`src/rtl/cell_alu.sv`:
```
// Single-cell ALU with a one-entry valid/ready result register.
// Define CELL_ALU_SAT_EN to clamp ADD at 0 / 2^WIDTH-1 instead of wrapping.
module cell_alu #(
    parameter int WIDTH   = 8,
    parameter int DELTA_W = 4
) (
    input  logic               clk,
    input  logic               rst_n,
    input  logic               op_valid,
    output logic               op_ready,
    input  logic [1:0]         op,
    input  logic [DELTA_W-1:0] delta,
    input  logic [WIDTH-1:0]   load_data,
    output logic               res_valid,
    input  logic               res_ready,
    output logic [WIDTH-1:0]   result,
    output logic               zero,
    output logic               wrap
);

    localparam logic EMPTY = 1'b0;
    localparam logic FULL  = 1'b1;

    localparam logic [1:0] OP_ADD   = 2'b00;
    localparam logic [1:0] OP_CLEAR = 2'b01;
    localparam logic [1:0] OP_LOAD  = 2'b10;
    localparam logic [1:0] OP_NOP   = 2'b11;

    logic                    state_q;
    logic                    state_d;
    logic [WIDTH-1:0]        cell_q;
    logic [WIDTH-1:0]        cell_d;
    logic                    wrap_q;
    logic                    wrap_d;
    logic                    accept;
    logic signed [WIDTH+1:0] sum;
    logic                    under;
    logic                    over;

    assign res_valid = (state_q == FULL);
    assign op_ready  = ~res_valid | res_ready;
    assign accept    = op_valid & op_ready;

    // Two guard bits: top bit flags a negative sum, next one a carry out.
    assign sum = $signed({2'b00, cell_q})
               + $signed({{(WIDTH+2-DELTA_W){delta[DELTA_W-1]}}, delta});
    assign under = sum[WIDTH+1];
    assign over  = ~sum[WIDTH+1] & sum[WIDTH];

    always_comb begin
        state_d = state_q;
        cell_d  = cell_q;
        wrap_d  = wrap_q;
        if (accept) begin
            state_d = FULL;
            unique case (op)
                OP_ADD: begin
`ifdef CELL_ALU_SAT_EN
                    if (under)
                        cell_d = '0;
                    else if (over)
                        cell_d = '1;
                    else
                        cell_d = sum[WIDTH-1:0];
`else
                    cell_d = sum[WIDTH-1:0];
`endif
                    wrap_d = under | over;
                end
                OP_CLEAR: begin
                    cell_d = '0;
                    wrap_d = 1'b0;
                end
                OP_LOAD: begin
                    cell_d = load_data;
                    wrap_d = 1'b0;
                end
                OP_NOP: begin
                    wrap_d = 1'b0;
                end
            endcase
        end else if (res_ready) begin
            state_d = EMPTY;
        end
    end

    always_ff @(posedge clk or negedge rst_n) begin
        if (!rst_n) begin
            state_q <= EMPTY;
            cell_q  <= '0;
            wrap_q  <= 1'b0;
        end else begin
            state_q <= state_d;
            cell_q  <= cell_d;
            wrap_q  <= wrap_d;
        end
    end

    // The result register is the cell itself: it only changes on accept.
    assign result = cell_q;
    assign zero   = (cell_q == '0);
    assign wrap   = wrap_q;

endmodule

```
`config.mk`:
```
export PLATFORM = sky130hd
export DESIGN_NAME = cell_alu
export DESIGN_NICKNAME = d
export VERILOG_FILES = /design/src/rtl/cell_alu.sv
export SDC_FILE = /design/constraint.sdc
export NUM_CORES = 1
export LEC_CHECK = 0
export CAP_MARGIN = 20
export CELL_PAD_IN_SITES_DETAIL_PLACEMENT = 1
export CELL_PAD_IN_SITES_GLOBAL_PLACEMENT = 1
export CORE_MARGIN = 2
export CORE_UTILIZATION = 34
export CTS_BUF_LIST = sky130_fd_sc_hd__clkbuf_2
export DETAILED_ROUTE_END_ITERATION = 16
export PLACE_DENSITY = 0.86
export SLEW_MARGIN = 20
export SYNTH_ARGS = -nofsm -noshare
export SYNTH_HDL_FRONTEND = slang
export SYNTH_SLANG_ARGS = --single-unit
```
`constraint.sdc`:
```
create_clock -name clk -period 2.3 [get_ports clk]
set_input_delay 0.46 -clock clk [delete_from_list [all_inputs] [get_ports clk]]
set_output_delay 0.46 -clock clk [all_outputs]
set_load 0.005 [all_outputs]
```
## Word level (Yosys, flattened, before mapping)

Cells that the tools add are included.

| cells by class | value |
|---|---|
| add/sub/neg operators | 1 |
| equality and inequality tests | 3 |
| muxes and demuxes | 4 |
| bitwise gates (word level) | 6 |
| reductions and logical operators | 6 |

Operators by type and width:

| operator | number |
|---|---|
| 8-bit one-hot mux with 3 select lines | 1 |
| 9-bit by 4-bit adder with 10-bit output | 1 |
| 8-bit logical NOT | 1 |
| 2-bit == test (second input constant) | 2 |
| 3-bit nonzero test | 1 |
| 3-bit OR reduction | 1 |
| 1-bit AND | 2 |
| 2-bit by 1-bit == test with 1-bit output (second input constant) | 1 |
| 2-bit logical NOT | 1 |
| 1-bit 2-to-1 mux | 2 |
| 1-bit NOT | 2 |
| 1-bit OR | 2 |
| 1-bit one-hot mux with 2 select lines | 1 |
| 2-bit AND reduction | 1 |
| 2-bit nonzero test | 1 |

| storage, ports and cells | value |
|---|---|
| flip-flop bits (word level) | 10 |
| input port bits | 18 |
| output and inout port bits | 12 |
| logic and storage cells | 23 |

## Depth between registers and ports, before layout

Gate-level depths: netlist of the first run.

| logic depth | value |
|---|---|
| word-level depth | 5 |
| depth in mapped cells | 8 |
| depth with buffers taken out | 8 |

## Least setup slack after synthesis of the first run

OpenSTA, ideal clock, no wires.

| timing path | value |
|---|---|
| path type | input port to flip-flop |
| start point | input delta[0] |
| end point | register wrap_q (netlist: wrap) |
| library setup time | 95 ps |
| arrival time | 1912 ps |
| required time | 2205 ps |
| setup slack | 292 ps |
| stages on the path | 8 |
| buffers on the path | 0 |
| path through | ha_1 -> inv_1 -> fa_1 -> nor2b_4 -> o31a_1 -> a221o_1 -> and3_1 -> o31ai_1 |

| between the ends | value |
|---|---|
| longest elaborated chain between the ends | 5 |

RTL lines:

| what | RTL line | RTL |
|---|---|---|
| start: declaration | 12 | `input logic [DELTA_W-1:0] delta,` |
| 9-bit by 4-bit adder with 10-bit output (*) | 46 | `+ $signed({{(WIDTH+2-DELTA_W){delta[DELTA_W-1]}}, delta});` |
| 1-bit NOT | 48 | `assign over = ~sum[WIDTH+1] & sum[WIDTH];` |
| 1-bit AND | 48 |  |
| 1-bit OR (*) | 68 | `wrap_d = under \| over;` |
| 1-bit one-hot mux with 2 select lines (*) | 56 | `unique case (op)` |
| end signal: assignment | 95 | `wrap_q <= wrap_d;` |
| end: declaration | 33 | `logic wrap_q;` |

Mark *: on every way between the ends. The rest lies on a longest branch, timed or not.
A chain may end at the register's enable or synchronous reset.

## Worst setup path in the final report of the first run

Ends and elaborated chain as after synthesis.

==> results.md, run 1 <==
* Status: finished, final reports clean
* Critical path arrival at 2.36 ns
* Worst r2r dst: wrap$_DFFE_PN0P_
* TritonCTS Buffers at 3
* Die Span X at 56.64 um
* DRC at 0
* # port buffers at 29
* Global-route wire length before repair at 5.561 mm
* Sink Count at 10
* Critical path endpoint category: flop
* Fin crit period at 2.176 ns
* Final Non-Filler Cells at 196
* Worst Clk Skew at 0.0003083 ns
* Core area at 2686 um^2
* Vias/cell at 5.194
* DR iter-0 viols at 29
* Slew headroom at 0.6645
* Sequential area share after synthesis at 0.2656
* Worst setup path class: in2reg
* Final ANT Viol Nets at 0
* PwrDens at 872.0 nW/um^2
* Worst-skew pair later-pin latency at 0.26 ns
* EDFF count, synth at 0
* Worst slew pin tran at 0.5016 ns
* Clock transition at path regs at 0.10 ns
* Syn_area_per_cell at 8.338 um^2
* Die Y at 56.64 um
* Area grow syn2layout at 55.38%
* Vias in the first global route at 1135
* Worst vdd ir at 0.5146 mV
* Drt first pass iters at 4
* Layout cell share with drive strength beyond 1 at 0.2121
* WL/cell at 16.51 um
* Max-cap viol count at 0
* Setup_tns at 0 ns
* RSZ-0062 raised after global routing: false
* Worst reg2reg startpoint: result[5]$_DFFE_PN0P_
* Final layout net count at 198
* Worst Setup EP: wrap$_DFFE_PN0P_
* Final worst setup slack at 0.1242 ns
* GRT overflow at 0
* Critical path's largest stage delay at 0.41 ns
* Synth unique cells at 37
* Share of synthesized flip-flops with an asynchronous set or reset at 1.000
* Hold Fails Final Rpt at 0
* Clock root cell: clkbuf_2
* Final instance area at 1464 um^2
* Initial antenna violation count at 0
* CTS max path bufs at 2
* CTS tree: done
* Rows at 19
* Hold buffers post-CTS at 0
* Hpwl dp at 2.577 mm
* Synth Warn # at 0
* FF+latch count, synth at 10
* Worst-path fanout max at 2
* Vias at 1018
* Synthesized instance count at 113
* R2R depth at 7
* # diodes at 0
* H-tree levels at 1
* Final Max Slew Viols at 0
* Setup-violating endpoint count in the final report at 0
* I/O Pins at 30
* Slowest cell on crit path: clkdlybuf4s50_1
* Total die area at 3208 um^2
* Initial Util at 0.3507
* Mapped cell area at 942.2 um^2
* Hold Crit Class: in2async
* Synthesized Nets at 144
* Final Wtd Congestion at 0.8657
* Largest net degree at the start of global routing at 12
* Final wirelength at 3.236 mm
* Setup slack, reg-to-reg at 0.28 ns
* Crit path required time at 2.49 ns
* Placed Instances at 189
* Start point of the critical path: delta[0]
* Static Leak at 0.7122 nW
* Most frequently used flop master after synthesis: dfrtp_1
* Highest clock rate at 459.6 MHz
* Part of the cycle the worst path needs at 0.9460
* Crit-path cells: clkdlybuf4s50_1 -> ha_1 -> inv_1 -> fa_2 -> nor2b_4 -> o31a_1 -> a221o_1 -> and3_1 -> o31ai_2
* Worst slack, placed at -0.3183 ns
* CP startpoint kind: primary input
* GRT Total Usage at 0.2226
* DP Area at 1405 um^2
## synth_stat cells, types with 3 or more instances
| cell type | number | share of area |
|---|---|---|
| dfrtp_1 | 10 | 0.27 |
| mux2i_1 | 3 | 0.032 |
| inv_1 | 10 | 0.040 |
| nand2_1 | 7 | 0.028 |
| clkbuf_1 | 3 | 0.012 |
| a21oi_1 | 9 | 0.048 |
| o21ai_0 | 4 | 0.021 |
| o31ai_1 | 3 | 0.024 |
| and2_1 | 3 | 0.020 |
| nand3_1 | 3 | 0.016 |
| nor2_1 | 13 | 0.052 |
| ha_1 | 12 | 0.16 |
## metal layers
metal	share of wire	global-route usage	vias to the layer above	wire, um
met3	0.028	0.01843	4	89
met4	0.013	0.05102	0	41
met2	0.51	0.3987	26	1649
met5	0	0	-	0
met1	0.45	0.2880	484	1455
li1	-	-	504	-
## metrics by stage
| stage | hold WS, ns | util | power (mW) |
|---|---|---|---|
| finish | 0.5201 | 0.5449 | 1.276 |
| global route | 0.5474 | 0.5449 | 1.381 |
| CTS | 0.5227 | 0.5338 | 1.244 |
| detailed placement | 0.4939 | 0.5231 | 1.126 |
| global placement | 0.4929 | 0.5231 | 1.086 |
| floorplan | 0.1644 | - | 0.6930 |
## flip-flops by register name, indices dropped and copies added (netlist names)
register	flops
result	8
res_valid	1
wrap	1
## worst min-delay path by stage
| stage | from | cells after the start | slack [ns] | end |
|---|---|---|---|---|
| finish | rst_n | 1 | 0.52 | result[7]$_DFFE_PN0P_ |
| global route | wrap$_DFFE_PN0P_ | 2 | 0.55 | wrap$_DFFE_PN0P_ |
| CTS | wrap$_DFFE_PN0P_ | 2 | 0.52 | wrap$_DFFE_PN0P_ |
| detailed placement | wrap$_DFFE_PN0P_ | 2 | 0.49 | wrap$_DFFE_PN0P_ |
| global placement | wrap$_DFFE_PN0P_ | 2 | 0.49 | wrap$_DFFE_PN0P_ |
| floorplan | rst_n | 0 | 0.16 | res_valid$_DFFE_PN0P_ |
## layout make-up
cell class | count | area, um^2
Tap cell | 31 | 38.79
Sequential cell | 10 | 250.2
Timing Repair Buffer | 53 | 471.7
Multi-Input combinational cell | 89 | 650.6
Inverter | 10 | 37.54
Clock buffer | 3 | 15.01
Fill cell | 317 | 1222
## where the power goes
part / internal (mW) / total, mW / switching [mW]
Sequential: 0.228 / 0.281 / 0.0531
Clock: 0.0356 / 0.101 / 0.0657
Combinational: 0.495 / 0.894 / 0.399
Total: 0.759 / 1.28 / 0.518
## cell families (layout without fill, tap and decap cells)
family | Yosys count | in the layout | share of synthesized area
XOR/XNOR | 3 | 3 | 0.02789
flip-flops | 10 | 10 | 0.2656
AO/OA/AOI/OAI | 29 | 29 | 0.2019
buffers and inverters | 14 | 66 | 0.05710
adder cells (fa/ha/maj) | 13 | 13 | 0.1806
multiplexers | 4 | 4 | 0.04383
AND/OR/NAND/NOR | 40 | 40 | 0.2231
## worst max-delay path: cells and delay by family
kind	cells	cell delay, ns
fa+ha+maj	2	0.44
compound gates	3	0.74
buf+inv	2	0.48
simple gates	2	0.22
## cell usage in the layout, fill, tap and decap left out, types with 2 or more instances in the layout
| cell | Yosys | routed |
|---|---|---|
| nor3b_1 | 2 | 2 |
| a21oi_1 | 9 | 9 |
| clkdlybuf4s50_1 | 0 | 27 |
| ha_1 | 12 | 12 |
| nand3_1 | 3 | 3 |
| buf_4 | 0 | 24 |
| nor2_1 | 13 | 13 |
| mux2i_1 | 3 | 3 |
| or4_1 | 2 | 2 |
| o21ai_0 | 4 | 4 |
| inv_1 | 10 | 10 |
| nand2b_1 | 2 | 2 |
| and2_1 | 3 | 3 |
| a21o_1 | 2 | 2 |
| dfrtp_1 | 10 | 10 |
| and3_1 | 2 | 2 |
| o31ai_1 | 3 | 2 |
| clkbuf_2 | 0 | 3 |
| xor2_1 | 2 | 2 |
| nand2_1 | 7 | 7 |
| a31oi_1 | 2 | 2 |
## what timing repair did
| item | 4_1_cts | 5_1_grt |
|---|---|---|
| buffers inserted | 2 | 2 |
| endpoints found under the hold margin | 0 | 0 |
| gates resized for setup | 1 | 4 |
| endpoints found under the setup margin | 2 | 4 |
| pin swaps | 0 | 2 |
Power figures use the tool's default switching activity.
==> run 2: changes to the inputs <==
Settings changed: REMOVE_ABC_BUFFERS set to 1.
==> run 2 against run 1 <==
Combinational power is 1% lower. Non-clock buffer count shrank 4. Clock-buffer cell count unchanged. Power decreased by 1.1%. Critical path depth stayed put. Clock skew is 0.0044 ns higher. Sequential power about the same. Die area did not move. Register-to-register slack worse by 0.04 ns. Via count increased by 2.4%. Largest power group unchanged. Wire length grew 2.3%.
==> results.md, run 2 (synthesis gave the netlist of run 1 again) <==
* Crit-path cells: clkdlybuf4s50_1 -> ha_1 -> inv_2 -> fa_2 -> nor2b_4 -> o31a_1 -> a221o_1 -> and3_1 -> o31ai_1 (was clkdlybuf4s50_1 -> ha_1 -> inv_1 -> fa_2 -> nor2b_4 -> o31a_1 -> a221o_1 -> and3_1 -> o31ai_2)
* Worst-skew pair later-pin latency at 0.24 ns (was 0.26 ns)
* Die Y at 56.64 um (unchanged)
* Final layout net count at 194 (was 198)
* Critical path endpoint category: flop (unchanged)
* Global-route wire length before repair at 5.161 mm (was 5.561 mm)
* Layout Utilization at 0.5324 (was 0.5449)
* Worst Clk Skew at 0.004683 ns (was 0.0003083 ns)
* CTS max path bufs at 2 (unchanged)
* RSZ-0062 raised after global routing: true (was false)
* Final ANT Viol Nets at 0 (unchanged)
* Max reg flops at 8 (unchanged)
* Worst-path fanout max at 2 (unchanged)
* PwrDens at 882.3 nW/um^2 (was 872.0 nW/um^2)
* Setup-violating endpoint count in the final report at 0 (unchanged)
* Status: finished, final reports clean (unchanged)
* Initial antenna violation count at 0 (unchanged)
* CP startpoint kind: primary input (unchanged)
* Most frequent cells in the layout: clkdlybuf4s50_1, buf_4, nor2_1, ha_1, dfrtp_1 (was clkdlybuf4s50_1, buf_4, nor2_1)
* Highest clock rate at 441.0 MHz (was 459.6 MHz)
* Final wirelength at 3.309 mm (was 3.236 mm)
* Layout cell share with drive strength beyond 1 at 0.1988 (was 0.2121)
* Slew headroom at 0.6789 (was 0.6645)
* Slowest cell on crit path: clkdlybuf4s50_1 (unchanged)
* H-tree levels at 1 (unchanged)
* Die Span X at 56.64 um (unchanged)
* Hold WS at 0.5302 ns (was 0.5201 ns)
* # diodes at 0 (unchanged)
* # port buffers at 29 (unchanged)
* Worst slew pin tran at 0.4802 ns (was 0.5016 ns)
* GRT Total Usage at 0.2064 (was 0.2226)
* Reg area at 250.2 um^2 (unchanged)
* Static Leak at 0.6857 nW (was 0.7122 nW)
* DP Area at 1360 um^2 (was 1405 um^2)
* Vias/cell at 5.427 (was 5.194)
* Worst setup path class: in2reg (unchanged)
* I/O Pins at 30 (unchanged)
* Vias in the first global route at 1092 (was 1135)
* Final instance area at 1430 um^2 (was 1464 um^2)
* Final Max Slew Viols at 0 (unchanged)
* Worst slack, placed at -0.2643 ns (was -0.3183 ns)
* Clock transition at path regs at 0.11 ns (was 0.10 ns)
* CTS tree: done (unchanged)
* WL/cell at 17.23 um (was 16.51 um)
* Multi-input gate area at 646.9 um^2 (was 650.6 um^2)
* Clock root cell: clkbuf_2 (unchanged)
* Fin crit period at 2.268 ns (was 2.176 ns)
* FILL cells at 330 (was 317)
* Most common cell after layout, fill and taps aside: clkdlybuf4s50_1 (unchanged)
* TritonCTS Buffers at 3 (unchanged)
* Critical path arrival at 2.42 ns (was 2.36 ns)
* Vias at 1042 (was 1018)
* Initial Util at 0.3507 (unchanged)
* Hold Fails Final Rpt at 0 (unchanged)
* Area grow syn2layout at 51.79% (was 55.38%)
* Hold Crit Class: in2async (unchanged)
* GRT overflow at 0 (unchanged)
* Rows at 19 (unchanged)
* Max-cap viol count at 0 (unchanged)
* Part of the cycle the worst path needs at 0.9860 (was 0.9460)
* Hpwl dp at 2.610 mm (was 2.577 mm)
* DR iter-0 viols at 24 (was 29)
* Total die area at 3208 um^2 (unchanged)
* Final Wtd Congestion at 0.7604 (was 0.8657)
* Worst reg2reg startpoint: result[0]$_DFFE_PN0P_ (was result[5]$_DFFE_PN0P_)
* Final worst setup slack at 0.03220 ns (was 0.1242 ns)
* Sink Count at 10 (unchanged)
* Largest net degree at the start of global routing at 12 (unchanged)
* Critical path's largest stage delay at 0.42 ns (was 0.41 ns)
* Drt first pass iters at 4 (unchanged)
* Start point of the critical path: delta[0] (unchanged)
* Worst vdd ir at 0.5581 mV (was 0.5146 mV)
* Crit path required time at 2.46 ns (was 2.49 ns)
* Core area at 2686 um^2 (unchanged)
* DRC at 0 (unchanged)
run 2: area by class of cell:
class | instances | share of cell area
Multi-Input combinational cell | 89 | 0.4523
Timing Repair Buffer | 49 | 0.3088
Sequential cell | 10 | 0.1750
Tap cell | 31 | 0.02712
Inverter | 10 | 0.02625
Clock buffer | 3 | 0.01050
run 2: timing repair:
action                     CTS  global route
setup buffers                2             4
cloned                       0             0
pin swaps                    1             3
hold buffers                 0             0
resized for setup            2             4
setup endpoints to repair    2             3
run 2: worst max-delay path, delay by kind of cell:
| family | cells | cell delay (ns) |
|---|---|---|
| compound gates | 3 | 0.77 |
| buf+inv | 2 | 0.49 |
| fa+ha+maj | 2 | 0.47 |
| simple gates | 2 | 0.23 |
run 2: through the flow:
step                      power, mW  instances  setup TNS (ns)
after floorplan              0.6893        109               0
after global placement        1.042        183         -0.4940
after detailed placement      1.081        183         -0.7877
after CTS                     1.202        188               0
after global routing          1.364        192         -0.1721
final                         1.262        192               0
run 2: worst paths after layout:
path                       cells after the start                    end  slack [ns]
max in group asynchronous                      1  result[2]$_DFFE_PN0P_        1.44
setup reg to reg                               8       wrap$_DFFE_PN0P_        0.24
setup / recovery                               9       wrap$_DFFE_PN0P_        0.03
hold reg to reg                                2       wrap$_DFFE_PN0P_        0.55
min in group clk                               2       wrap$_DFFE_PN0P_        0.55
hold / removal                                 1  res_valid$_DFFE_PN0P_        0.53
run 2: power by group:
group	switching (mW)	total (mW)	internal, mW
Sequential	0.0545	0.282	0.228
Clock	0.0599	0.0955	0.0356
Combinational	0.405	0.884	0.479
run 2: layer usage:
| metal | routed length [um] | share of wire | vias to the layer above | global-route usage |
|---|---|---|---|---|
| li1 | - | - | 502 | - |
| met1 | 1410 | 0.43 | 515 | 0.2611 |
| met2 | 1792 | 0.54 | 23 | 0.3804 |
| met3 | 97 | 0.029 | 2 | 0.02304 |
| met4 | 8 | 0.0024 | 0 | 0.03061 |
| met5 | 0 | 0 | - | 0 |
